$ cat src/rtl/key_search_controller.sv
// Top-level sequencer for one RC4 brute-force core: walks a key range and runs the
// init / shuffle / decrypt / checker sub-FSMs in turn for each candidate key.
module key_search_controller #(
    parameter int unsigned           KEY_WIDTH = 24,
    parameter logic [KEY_WIDTH-1:0]  KEY_START = '0,
    parameter logic [KEY_WIDTH-1:0]  KEY_END   = KEY_WIDTH'(24'h3FFFFF),
    parameter int unsigned           KEY_STEP  = 1
) (
    input  logic                 CLOCK_50,
    input  logic                 rst,
    input  logic                 search_start,
    input  logic                 search_clear,
    input  logic                 abort,
    output logic                 Init_Start,
    output logic                 Shuf_Start,
    output logic                 Dec_Start,
    output logic                 Checker_Start,
    input  logic                 Init_Finish,
    input  logic                 Shuf_Finish,
    input  logic                 Dec_Finish,
    input  logic                 Checker_Finish,
    input  logic                 Decrypt_Valid,
    output logic                 Finish_ack,
    output logic [1:0]           mem_sel,
    output logic [KEY_WIDTH-1:0] secret_key,
    output logic                 busy,
    output logic                 done,
    output logic                 key_found
);

    localparam logic [3:0] StIdle      = 4'd0;
    localparam logic [3:0] StLoad      = 4'd1;
    localparam logic [3:0] StInitRun   = 4'd2;
    localparam logic [3:0] StInitAck   = 4'd3;
    localparam logic [3:0] StShufRun   = 4'd4;
    localparam logic [3:0] StShufAck   = 4'd5;
    localparam logic [3:0] StDecRun    = 4'd6;
    localparam logic [3:0] StDecAck    = 4'd7;
    localparam logic [3:0] StChkRun    = 4'd8;
    localparam logic [3:0] StChkAck    = 4'd9;
    localparam logic [3:0] StNextKey   = 4'd10;
    localparam logic [3:0] StFound     = 4'd11;
    localparam logic [3:0] StExhausted = 4'd12;
    localparam logic [3:0] StAborted   = 4'd13;

    localparam logic [KEY_WIDTH:0] StepExt = (KEY_WIDTH + 1)'(KEY_STEP);

    logic [3:0]           state_q, state_d;
    logic [KEY_WIDTH-1:0] key_q, key_d;
    logic                 valid_q, valid_d;
    logic [KEY_WIDTH:0]   key_sum;
    logic                 past_end;

    // One extra bit so a step past the top of the key space cannot wrap to 0.
    assign key_sum  = {1'b0, key_q} + StepExt;
    assign past_end = key_sum > {1'b0, KEY_END};

    always_comb begin
        state_d = state_q;
        key_d   = key_q;
        valid_d = valid_q;
        case (state_q)
            StIdle: begin
                if (search_start) state_d = StLoad;
            end
            StLoad: begin
                key_d   = KEY_START;
                valid_d = 1'b0;
                state_d = StInitRun;
            end
            StInitRun: begin
                if (Init_Finish) state_d = StInitAck;
            end
            StInitAck: state_d = StShufRun;
            StShufRun: begin
                if (Shuf_Finish) state_d = StShufAck;
            end
            StShufAck: state_d = StDecRun;
            StDecRun: begin
                if (Dec_Finish) state_d = StDecAck;
            end
            StDecAck: state_d = StChkRun;
            StChkRun: begin
                if (Checker_Finish) begin
                    valid_d = Decrypt_Valid;
                    state_d = StChkAck;
                end
            end
            StChkAck: begin
                state_d = valid_q ? StFound : StNextKey;
            end
            StNextKey: begin
                if (abort) begin
                    state_d = StAborted;
                end else if (past_end) begin
                    state_d = StExhausted;
                end else begin
                    key_d   = key_sum[KEY_WIDTH-1:0];
                    state_d = StInitRun;
                end
            end
            StFound, StExhausted, StAborted: begin
                if (search_clear) state_d = StIdle;
            end
            default: state_d = StIdle;
        endcase
    end

    always_ff @(posedge CLOCK_50 or negedge rst) begin
        if (!rst) begin
            state_q <= StIdle;
            key_q   <= KEY_START;
            valid_q <= 1'b0;
        end else begin
            state_q <= state_d;
            key_q   <= key_d;
            valid_q <= valid_d;
        end
    end

    // Outputs depend only on registered state so sub-FSMs never see input-driven glitches.
    always_comb begin
        Init_Start    = 1'b0;
        Shuf_Start    = 1'b0;
        Dec_Start     = 1'b0;
        Checker_Start = 1'b0;
        Finish_ack    = 1'b0;
        mem_sel       = 2'd0;
        busy          = 1'b0;
        done          = 1'b0;
        key_found     = 1'b0;
        case (state_q)
            StLoad, StNextKey: busy = 1'b1;
            StInitRun: begin
                busy       = 1'b1;
                Init_Start = 1'b1;
                mem_sel    = 2'd0;
            end
            StInitAck: begin
                busy       = 1'b1;
                Finish_ack = 1'b1;
                mem_sel    = 2'd0;
            end
            StShufRun: begin
                busy       = 1'b1;
                Shuf_Start = 1'b1;
                mem_sel    = 2'd1;
            end
            StShufAck: begin
                busy       = 1'b1;
                Finish_ack = 1'b1;
                mem_sel    = 2'd1;
            end
            StDecRun: begin
                busy      = 1'b1;
                Dec_Start = 1'b1;
                mem_sel   = 2'd2;
            end
            StDecAck: begin
                busy       = 1'b1;
                Finish_ack = 1'b1;
                mem_sel    = 2'd2;
            end
            StChkRun: begin
                busy          = 1'b1;
                Checker_Start = 1'b1;
                mem_sel       = 2'd3;
            end
            StChkAck: begin
                busy       = 1'b1;
                Finish_ack = 1'b1;
                mem_sel    = 2'd3;
            end
            StFound: begin
                done      = 1'b1;
                key_found = 1'b1;
            end
            StExhausted, StAborted: done = 1'b1;
            default: ;
        endcase
    end

    assign secret_key = key_q;

endmodule

$ cat config.mk
export PLATFORM = sky130hd
export DESIGN_NAME = key_search_controller
export DESIGN_NICKNAME = d
export VERILOG_FILES = /design/src/rtl/key_search_controller.sv
export SDC_FILE = /design/constraint.sdc
export NUM_CORES = 1
export LEC_CHECK = 0
export CORE_ASPECT_RATIO = 1.25
export CORE_MARGIN = 2
export CORE_UTILIZATION = 47
export CTS_CLUSTER_SIZE = 24
export DETAILED_ROUTE_END_ITERATION = 8
export PLACE_DENSITY = 0.76
export SETUP_SLACK_MARGIN = 0.1
export SYNTH_ARGS = -nofsm -noshare
export SYNTH_HDL_FRONTEND = slang
export SYNTH_SLANG_ARGS = --single-unit
$ cat constraint.sdc
create_clock -name CLOCK_50 -period 3.05 [get_ports CLOCK_50]
set_clock_uncertainty 0.05 [all_clocks]
set_input_delay 0.915 -clock CLOCK_50 [delete_from_list [all_inputs] [get_ports CLOCK_50]]
set_output_delay 0.915 -clock CLOCK_50 [all_outputs]
set_load 0.03 [all_outputs]
; After elaboration in Yosys (flattened, before gate mapping)
; Cells that the tools add are included.
[totals]
register_bits = 29
latchBits = 0
ram_bits = 0
romBits = 0
output_inout_bits = 34
word_cells = 62
memories = 0
[classes]
add_sub_neg = 1
n_mul = 0
div_mod_pow = 0
order_cmp = 1
n_eq_ne = 21
shift = 0
mux = 24
bitwise = 0
n_reduce_logical = 12
[op_table]
columns = op, n
row1 = $mux 24, 2
row2 = $pmux 24 s2, 1
row3 = $pmux 4 s12, 1
row4 = $mux 4, 8
row5 = $add 24x1->25 const B, 1
row6 = $gt 25x22->1 const B, 1
row7 = $eq 4x4->1 const B, 6
row8 = $eq 4x3->1 const B, 4
row9 = $ne 2x2->1 const B, 7
row10 = $mux 1, 10
row11 = $reduce_or 10->1, 1
row12 = $eq 4x2->1 const B, 2
row13 = $pmux 2 s3, 1
row14 = $reduce_and 6->1, 1
row15 = $reduce_or 2->1, 3
row16 = $eq 4x1->1 const B, 1
row17 = $logic_not 4->1, 1
row18 = $reduce_bool 2->1, 2
row19 = $reduce_or 4->1, 1
row20 = $reduce_and 3->1, 1
row21 = $reduce_or 3->1, 1
row22 = $ne 2x1->1 const B, 1
row23 = $pmux 1 s2, 1
row24 = $reduce_and 2->1, 1

; Longest topological paths before layout
[depth]
depth_word = 5
ltp_mapped = 11
ltp_nobuf = 9

; Worst setup path before layout
; Ideal clock, no wire load.
[synth_path]
path_type = reg2reg
from = register key_q[0], in the netlist secret_key[0]
to = register key_q[3], in the netlist secret_key[3]
setup_ns = 0.124
t_arrival_ns = 2.963
setup_slack_ns = -0.087
stages_incl_launch_ff = 11
n_path_buf = 1
synth_period_minus_slack_ns = 3.137
cell_sequence = dfrtp_1 ha_1 nand4_2 nor4_2 xnor2_1 a211oi_1 or4b_4 o211ai_4 buf_2 nor2_1 a211o_1
[synth_between]
elab_chain_cells = 4
word_cells_on_any_way = 7
classes_between = add/sub (1) / order compare (1) / eq/ne (1) / mux (3) / reduce/logical (1)
[synth_rtl]
columns = item, line_no
row1 = start: declaration, 49  ; logic [KEY_WIDTH-1:0] key_q, key_d;
row2 = start signal: assignment, 116  ; key_q <= key_d;
row3 = $add 24x1->25 (*), 55  ; assign key_sum = {1'b0, key_q} + StepExt;
row4 = $gt 25x22->1 or $mux 24 (tied branches), "56, 95"
row5 = $ne 2x2->1 (no line) or $mux 24 (tied branches), n/a
row6 = $reduce_and 3->1 (no line) or $pmux 24 s2 (tied branches), n/a
; Mark *: on every way between the ends. The rest lies on a longest branch, timed or not. The select of a mux whose other input is x is not followed.
; A chain may end at the register's enable or synchronous reset.

; Worst setup path after layout
[layout_path]
from = register key_q[15], in the netlist secret_key[15]
to = register key_q[6], in the netlist secret_key[6]
[layout_between]
elab_chain_cells = 4
[layout_rtl]
columns = item, line_no
row1 = $add 24x1->25, 55
row2 = $gt 25x22->1, 56  ; assign past_end = key_sum > {1'b0, KEY_END};
row3 = $ne 2x2->1 (no line), n/a
row4 = $reduce_and 3->1 (no line), n/a
; Every way passes these cells.

==> results.toml <==
[critical_path]
end_kind = "flip-flop"
slowest_stage = "or4b_4"
critical-path-top-delay-family = "simple AND/OR/NAND/NOR gates"
cp.depth = 9
startpoint_type = "flip-flop"
critPathBufInv = 1
rr_worst_depth = 9
crit_chain = "and4_1 -> and3_1 -> nand4_1 -> a211oi_1 -> or4b_4 -> o211ai_4 -> buf_6 -> nor2_1 -> a211o_1"
cp.required_ns = 3.17
max_stage_delay_ns = 0.51
cp_data_arrival_time_ns = 2.94
crit_fanout = 19
path_class = "reg2reg"

[place]
io_buffers = 43
place.gp.congestion = 0.861
placed_cell_area_um2 = 2880
dp_hpwl_um = 4510

[yosys]
avgSynthCellArea_um2 = 7.98
syn-cell-area_um2 = 2260
synth-edff-count = 0
synth_top_area_share_pct = 32.2
seq_area_frac_synth_pct = 32.2
synthFlopType = "dfrtp_1"
netlist_top_cells_area = "dfrtp_1 32%, nand2_1 5.0%, a21oi_1 4.4%, a21o_1 3.7%, a211o_1 3.5%"
synth_seq_cells = 29
synthArstFlopShare_pct = 100
synth_warnings = 0
ys_types = 56
synth_area_leader_cell = "dfrtp_1"
postSynthCellCount = 283
syn_nets = 295

[power_and_ir_drop]
leakage_uw = 0.00138
power.density_nw_per_um2 = 529
p_int_uw = 959
switchingPower_uw = 682
swShare_pct = 41.6
clkPwrFrac_pct = 21.3
pwr-share-seq_pct = 28.5
peakVddDrop_mv = 0.349
comb_power_share_pct = 50.2

[clocking]
root_buffer = "clkbuf_8"
clk_pin_slew_ns = 0.06
cts_num_sinks = 29
clock_tree.buffer_depth = 2
cts_tree = "yes"
clk_latency_ns = 0.28
cts_buffers = 5
cts_htree_levels = 2
hold_buffers = 0

[sta]
max_slew_margin_pct = 71.9
tightestPinTransition_ns = 0.418
final-max-slew-violation-count = 0
max_freq_mhz = 354
hold_viol = 0
setup_viol = 0
final.setup.tns_ns = 0
fin_crit_sh_pct = 92.7
period_minus_slack_ns = 2.83
whs_ns = 0.490
grt_setup_unrepaired = "false"

[grt]
grt_pass1_wl_um = 10300
overflow = 0
grt_max_degree = 30
grt_usage_pct = 24.8
first_global_vias = 2211
antenna_found_initial = 0

[cells_and_area]
final_layout_size_suffix_gt1_share_pct = 21.6
final_common_cell = "clkdlybuf4s50_1"
mostFrequentLayoutCells = "37 x clkdlybuf4s50_1, 34 x buf_4, 30 x nand2_1"
nFillCells = 397
diodes = 0
fin_area_um2 = 3100
area_growth_pct = 37.4
multiInputGateArea_um2 = 1440
fin_nets = 359
regArea_um2 = 743

[die]
io_pins = 44
core-area_um2 = 4690
die_w_um = 66.0
rows = 28
initial_core_util_pct = 48.1
die_h_um = 81.5
die_area_um2 = 5380

[drt]
ant_nets = 0
drc = 0
drtIter0Drc = 102
vias = 2343
wl_per_cell_um = 15.3
via_per_inst = 5.74
drt-total-wl_um = 6230
firstDrtPassIters = 4

[hold_path]
hp-class = "reg2reg"
whs_path_depth = 2

[flow_run]
cap_violations = 0

[status]
status = "completed"
## metal layers
layer	part of all wire [%]	global-route usage, %	vias up	wire (um)
li1	-	-	1166	-
met1	40	27.2	1105	2520
met2	53	47.6	63	3310
met3	4.4	3.29	9	276
met4	1.9	10.0	0	120
met5	0	0	-	0
## power by group through the flow
stage          combinational [uW]  sequential [uW]  clock [uW]
2_1_floorplan                 517              473           0
3_3_place_gp                  801              470           0
3_5_place_dp                  811              473           0
4_1_cts                       804              467         359
5_1_grt                       905              475         369
6_report                      824              468         349
## worst min-delay path, stage by stage, from the launching register on
cell	delay, ns
dfrtp_1	0.37
nand3_1	0.08
nand2_1	0.07
## final cells by class
class                   count  area share (%)
clock buffers               7            3.11
clock inverters             1           0.161
inverters                   9            1.09
multi-input cells         223            46.3
flip-flops and latches     29            24.0
well taps                  60            2.42
repair buffers             79            23.0
## path summary, 6_finish.rpt
| kind | start | to | slack, ns |
|---|---|---|---|
| min in group asynchronous | rst | secret_key[20] | 0.97 |
| min reg2reg | valid_q | valid_q | 0.49 |
| max reg2reg | secret_key[15] | secret_key[6] | 0.22 |
| max in group asynchronous | rst | secret_key[14] | 1.68 |
| max | secret_key[15] | secret_key[6] | 0.22 |
| min | valid_q | valid_q | 0.49 |
## per-stage QoR
stage / instances / power [uW] / worst slack (ns) / utilization (%)
after floorplan: 283 / 990 / 0.106 / -
after global placement: 391 / 1270 / 0.168 / 61.3
after detailed placement: 391 / 1280 / 0.0679 / 61.3
after CTS: 399 / 1630 / 0.117 / 63.6
after global routing: 408 / 1750 / 0.105 / 66.0
final: 408 / 1640 / 0.223 / 66.0
## what timing repair did
action,in CTS,in global routing
hold endpoints to repair,0,0
setup endpoints to repair,11,26
pin swaps,1,2
resized for setup,6,10
buffers inserted,0,9
## synth_stat cells, types with 2 or more instances
library cell  count
a211o_1           9
a21o_1           11
a21oi_1          20
a31oi_1           5
a32oi_1           2
and3_1            5
buf_2             6
buf_4             2
clkbuf_1         11
clkbuf_2          2
dfrtp_1          29
ha_1              2
inv_1             9
nand2_1          30
nand2b_1          8
nand3_1          15
nand4_1           8
nand4_2           2
nor2_1           20
nor2b_1           3
nor3_1           15
nor4_1            5
nor4_4            2
o211ai_1          2
o21ai_0          15
o21bai_1          2
o22ai_1           2
or2_2             4
or3_1             5
or4_1             2
xnor2_1           2
xor2_1            4
## flip-flops by register name, summed over array words and instances (netlist names)
name and count:
state_q 4, secret_key 24, valid_q 1
## cells by family after synthesis
family	after synthesis	share of synthesized area (%)
flip-flops	29	32.2
AND/OR/NAND/NOR	134	33.6
XOR/XNOR	6	2.33
multiplexers	2	0.942
adder cells (fa/ha/maj)	2	1.11
AO/OA/AOI/OAI	79	23.6
buffers and inverters	31	6.26
No activity file was read; power rests on OpenSTA's default activity.
